## src/rtl/cdu_seq_pkg.sv

```systemverilog
// cdu_seq_pkg: shared FSM states and saturating backlog arithmetic for the increment sequencer
package cdu_seq_pkg;
  typedef enum logic [1:0] {ST_IDLE, ST_OFFER, ST_GAP} state_e;
  function automatic int sat_max(input int bw);
    return (1 << (bw - 1)) - 1;
  endfunction
  function automatic int sat_min(input int bw);
    return -sat_max(bw);
  endfunction
  function automatic int sat_add(input int a, input int d, input int bw);
    int s;
    s = a + d;
    return s > sat_max(bw) ? sat_max(bw) : s < sat_min(bw) ? sat_min(bw) : s;
  endfunction
endpackage

```

## src/rtl/cdu_rr_pick.sv

```systemverilog
// cdu_rr_pick: first set request at or after ptr, wrapping modulo NCH
module cdu_rr_pick #(
  parameter int NCH = 5,
  parameter int CW  = $clog2(NCH)
) (
  input  logic [NCH-1:0] req,
  input  logic [CW-1:0]  ptr,
  output logic [CW-1:0]  grant,
  output logic           found
);
  logic [CW-1:0] idx;
  // scan from farthest to nearest so the nearest hit wins
  always_comb begin
    grant = '0;
    idx   = '0;
    found = |req;
    for (int k = NCH - 1; k >= 0; k--) begin
      idx = CW'((int'(ptr) + k) % NCH);
      if (req[idx]) grant = idx;
    end
  end
endmodule

```

## src/rtl/cdu_incr_sequencer.sv

```systemverilog
// cdu_incr_sequencer: per-channel signed backlogs serialised round-robin into +/- pulses
module cdu_incr_sequencer
  import cdu_seq_pkg::*;
#(
  parameter int NCH = 5,
  parameter int BW  = 4,
  parameter int GAP = 2,
  parameter int CW  = $clog2(NCH)
) (
  input  logic           clk,
  input  logic           rst,
  input  logic [NCH-1:0] up_req,
  input  logic [NCH-1:0] dn_req,
  input  logic [NCH-1:0] zero,
  output logic           out_valid,
  output logic [CW-1:0]  out_chan,
  output logic           out_dir,
  input  logic           out_ready,
  output logic [NCH-1:0] ovf,
  output logic           busy
);
  localparam int GW = $clog2(GAP + 1) + 1;
  state_e        state_q, state_d;
  logic [CW-1:0] rr_q, rr_d, out_chan_q, out_chan_d, grant;
  logic          out_valid_q, out_valid_d, out_dir_q, out_dir_d, busy_q, busy_d, found;
  logic [GW-1:0] gap_q, gap_d;
  logic [NCH-1:0] nz, nz_d, neg;
  for (genvar i = 0; i < NCH; i++) begin : g_ch
    logic signed [BW-1:0] bl_q, bl_d;
    logic ov_q, ov_d, acc;
    int d, s;
    assign acc = out_valid_q & out_ready & (out_chan_q == CW'(i));
    // net change this cycle, saturated; a clipped change marks sticky overflow; zero wins over everything
    always_comb begin
      d = int'(up_req[i]) - int'(dn_req[i]) - (acc ? (out_dir_q ? 1 : -1) : 0);
      s = sat_add(int'(bl_q), d, BW);
      bl_d = zero[i] ? '0 : BW'(s);
      ov_d = zero[i] ? 1'b0 : ov_q | (s != int'(bl_q) + d);
    end
    // backlog and overflow registers
    always_ff @(posedge clk) begin
      if (rst) begin
        bl_q <= '0;
        ov_q <= 1'b0;
      end else begin
        bl_q <= bl_d;
        ov_q <= ov_d;
      end
    end
    assign nz[i]   = bl_q != '0;
    assign nz_d[i] = bl_d != '0;
    assign neg[i]  = bl_q[BW-1];
    assign ovf[i]  = ov_q;
  end
  cdu_rr_pick #(.NCH(NCH), .CW(CW)) u_pick (
    .req  (nz),
    .ptr  (rr_q),
    .grant(grant),
    .found(found)
  );
  // offer/accept/gap sequencing; an offer, once latched, is held until accepted
  always_comb begin
    state_d     = state_q;
    rr_d        = rr_q;
    out_valid_d = out_valid_q;
    out_chan_d  = out_chan_q;
    out_dir_d   = out_dir_q;
    gap_d       = gap_q;
    case (state_q)
      ST_IDLE: if (found) begin
        state_d     = ST_OFFER;
        out_valid_d = 1'b1;
        out_chan_d  = grant;
        out_dir_d   = !neg[grant];
      end
      ST_OFFER: if (out_ready) begin
        state_d     = GAP > 0 ? ST_GAP : ST_IDLE;
        out_valid_d = 1'b0;
        rr_d        = out_chan_q == CW'(NCH - 1) ? '0 : out_chan_q + 1'b1;
        gap_d       = '0;
      end
      ST_GAP: begin
        gap_d   = gap_q + 1'b1;
        state_d = gap_q == GW'(GAP - 1) ? ST_IDLE : ST_GAP;
      end
      default: state_d = ST_IDLE;
    endcase
    busy_d = |nz_d | out_valid_d;
  end
  // sequencer state registers
  always_ff @(posedge clk) begin
    if (rst) begin
      state_q     <= ST_IDLE;
      rr_q        <= '0;
      out_valid_q <= 1'b0;
      out_chan_q  <= '0;
      out_dir_q   <= 1'b0;
      gap_q       <= '0;
      busy_q      <= 1'b0;
    end else begin
      state_q     <= state_d;
      rr_q        <= rr_d;
      out_valid_q <= out_valid_d;
      out_chan_q  <= out_chan_d;
      out_dir_q   <= out_dir_d;
      gap_q       <= gap_d;
      busy_q      <= busy_d;
    end
  end
  assign out_valid = out_valid_q;
  assign out_chan  = out_chan_q;
  assign out_dir   = out_dir_q;
  assign busy      = busy_q;
endmodule
```

## config.mk

```make
export PLATFORM = sky130hd
export DESIGN_NAME = cdu_incr_sequencer
export DESIGN_NICKNAME = d
export VERILOG_FILES = /design/src/rtl/cdu_seq_pkg.sv /design/src/rtl/cdu_rr_pick.sv /design/src/rtl/cdu_incr_sequencer.sv
export SDC_FILE = /design/constraint.sdc
export NUM_CORES = 1
export LEC_CHECK = 0
export ABC_CLOCK_PERIOD_IN_PS = 18600
export CAP_MARGIN = 20
export CORE_UTILIZATION = 40
export DETAILED_ROUTE_END_ITERATION = 7
export SLEW_MARGIN = 5
export SYNTH_ARGS = -nofsm -noshare
export SYNTH_HDL_FRONTEND = slang
export SYNTH_HIERARCHICAL = 1
export SYNTH_SLANG_ARGS = --single-unit
```

## constraint.sdc

```tcl
create_clock -name clk -period 18.6 [get_ports clk]
set_input_delay 3.72 -clock clk [delete_from_list [all_inputs] [get_ports clk]]
set_output_delay 3.72 -clock clk [all_outputs]
set_load 0.01 [all_outputs]
```

==> key figures <==
Clock tree
  • CTS resizes: 0
  • CTS sink count: 39
  • CTS Buf Count: 5
  • Clk Latency, worst-skew pair: 290 ps
  • CTS Hold Buffers Added: 0
  • Clock Pin Slew Worst Setup and Hold Paths: 60 ps
  • CTS tree: yes
  • # H-tree levels: 2
  • CTS Buffer Depth: 2
  • Postcts setup bufs: 0
  • Root buf cell: clkbuf_16

Synth
  • EDFF count, synth: 0
  • Area leader, netlist: fa_1
  • Async SR Flop Fraction: 0%
  • Post-synth top flop: dfxtp_1
  • Syn Nets: 1031
  • Most common cell in the netlist: inv_1
  • Synth Instances: 857
  • Seq cells post-synth: 39
  • Share of the yosys chip area belonging to registers: 10.73%
  • Most instantiated cells after synthesis: 119 x inv_1, 91 x fa_1, 82 x nor2_1
  • Share of the synthesized area in the top cell type: 25.03%
  • Dominant cells by area after synthesis: fa_1 25%, ha_1 11%, dfxtp_1 11%
  • Yosys Warn Count: 6
  • Syn avg cell area: 8.493 sq um
  • Post-synthesis cell type count: 91
  • Mapped Area: 7278 sq um

Worst setup path
  • CP max stage delay: 960 ps
  • CP Launch Point: out_ready
  • Critical Path RT: 18710 ps
  • Startpoint type of the worst setup path: input pin
  • CP Capture Type: register
  • CP arrival: 10160 ps
  • CP max FO: 10
  • Slowest CP cell: fa_1
  • R2R Path Start: out_chan[0]
  • Critical path class: input pin to register

Worst hold path
  • Worst Hold Launch: g_ch[1].ov_q
  • Min-delay worst type: register to register

Placement
  • Final GP Congestion: 0.8505
  • Placed Cells: 1089
  • Post-Place Worst Slack: 8190 ps
  • Port buffer count: 28
  • Hpwl dp: 13020 microns

STA
  • Final period util: 53.99%
  • Final WS setup: 8558 ps
  • Worst-Margin Slew: 948.4 ps
  • Setup_tns: 0 ps
  • Fin crit period: 10040 ps
  • Fin. max-slew vios: 0
  • Relative slew margins: 36.57%
  • Highest clock rate: 0.09958 GHz
  • RSZ-0062 raised after global routing: false
  • Final setup viols: 0
  • Clk_skew: 5.817 ps
  • Hold Vio Cnt, Final: 0
  • Hold_ws: 468.5 ps

Layout
  • Finished Layout Cells: 1097
  • Diode count: 0
  • # fillers: 1732
  • Layout area overhead: 8.733%
  • Fraction of layout cells with a size suffix above 1: 5.161%
  • Nets: 1045

Routing
  • Total wire length: 15980 microns
  • DRC violations left: 0
  • Routed via count: 5914
  • DRT Pass-1 Iters: 5
  • Drt wl/cell: 14.57 microns
  • Number of DRC markers in iteration 0: 311
  • Vias/cell: 5.391
  • Post-route ant nets: 0

Global route
  • GRT Util Overall: 18.35%
  • Initial antenna violation count: 0
  • Vias in the first global route: 5738
  • First-pass GRT wire length: 27700 microns
  • Remaining Overflow, GRT: 0
  • Largest net degree at the start of global routing: 28

Pwr
  • Power Density: 172.8 nW/um^2
  • Pleak: 3.286 nW
  • VDD IR max: 84.08 uV

Floorplan
  • Area of the core: 17540 sq um
  • Die area: 18740 sq um
  • Die X: 136.9 microns
  • IO Count: 29
  • Die Y: 136.9 microns
  • Initial Utilization: 41.50%
  • Site Rows: 48

Flow run
  • Max_cap viols: 0

Run status
  • Status: complete, no violations
[layout by cell type (no fill, tap or decap), drive strengths merged, types with 8 or more instances in the layout]
cell	n
nor4b	9
xnor2	13
and3	9
nand4b	10
nand2b	24
nor3	22
nand3	17
nor2	83
nand2	38
inv	122
mux2i	8
fa	91
nor3b	10
nand4	9
clkdlybuf4s50	28
nor4	17
o21ai	29
a21oi	71
ha	65
dfxtp	39
nor2b	15
a21o	11
[critical path, delay by kind of cell]
family                     cells  cell delay (ps)
adders and majority gates      5             2470
and+or+nand+nor               12             1980
buffers and inverters          5             1130
AOI/OAI and AO/OA              4              850
[where the power goes]
group          leakage [nW]  internal [mW]  switching, mW
clock network        0.0900         0.0769         0.0368
logic                  2.88          0.468          0.668
registers             0.321          0.102         0.0157
[registers in the layout (all words and copies together) (netlist names)]
signal and flops:
gap_q 3, out_dir 1, state_q 2, busy 1
out_chan 3, rr_q 3, g_ch.bl_q 20, out_valid 1
g_ch.ov_q 5
[area by class of cell]
class | instances | area [sq um] | area share [%]
Tap cell | 225 | 281.5 | 3.557
Clock inverter | 3 | 67.56 | 0.8538
Sequential cell | 39 | 780.7 | 9.866
Multi-Input combinational cell | 673 | 5906 | 74.62
Timing Repair Buffer | 30 | 295.3 | 3.731
Clock buffer | 5 | 125.1 | 1.581
Inverter | 122 | 457.9 | 5.787
[worst paths after layout]
check	to	slack (ps)	depth (start not counted)
max	busy	8560	26
min	g_ch[1].ov_q	470	2
max reg2reg	busy	11900	25
min reg2reg	g_ch[1].ov_q	470	2
[logic make-up after synthesis]
family | Yosys count | synth area share, %
AOI/OAI and AO/OA | 187 | 17.07
xor gates and xnor gates | 17 | 2.046
adders and majority gates | 157 | 36.36
buffers and inverters | 145 | 8.131
DFF | 39 | 10.73
muxes | 13 | 2.235
and+or+nand+nor | 299 | 23.43
[metal layers]
layer	global-route usage [%]	vias up	wire [microns]	part of all wire, %
li1	-	2987	-	-
met1	26.16	2834	7854	49
met2	30.37	79	7572	47
met3	1.667	14	396	2.5
met4	3.297	0	157	0.98
met5	0	-	0	0
[through the flow]
step | power (mW) | instance area, sq um | util, %
6_report | 1.367 | 7914 | 45.13
5_1_grt | 1.536 | 7914 | 45.13
4_1_cts | 1.373 | 7914 | 45.13
3_5_place_dp | 1.248 | 7721 | 44.03
3_3_place_gp | 1.243 | 7721 | 44.03
2_1_floorplan | 1.015 | 7278 | -
No activity file was read; power rests on OpenSTA's default activity.
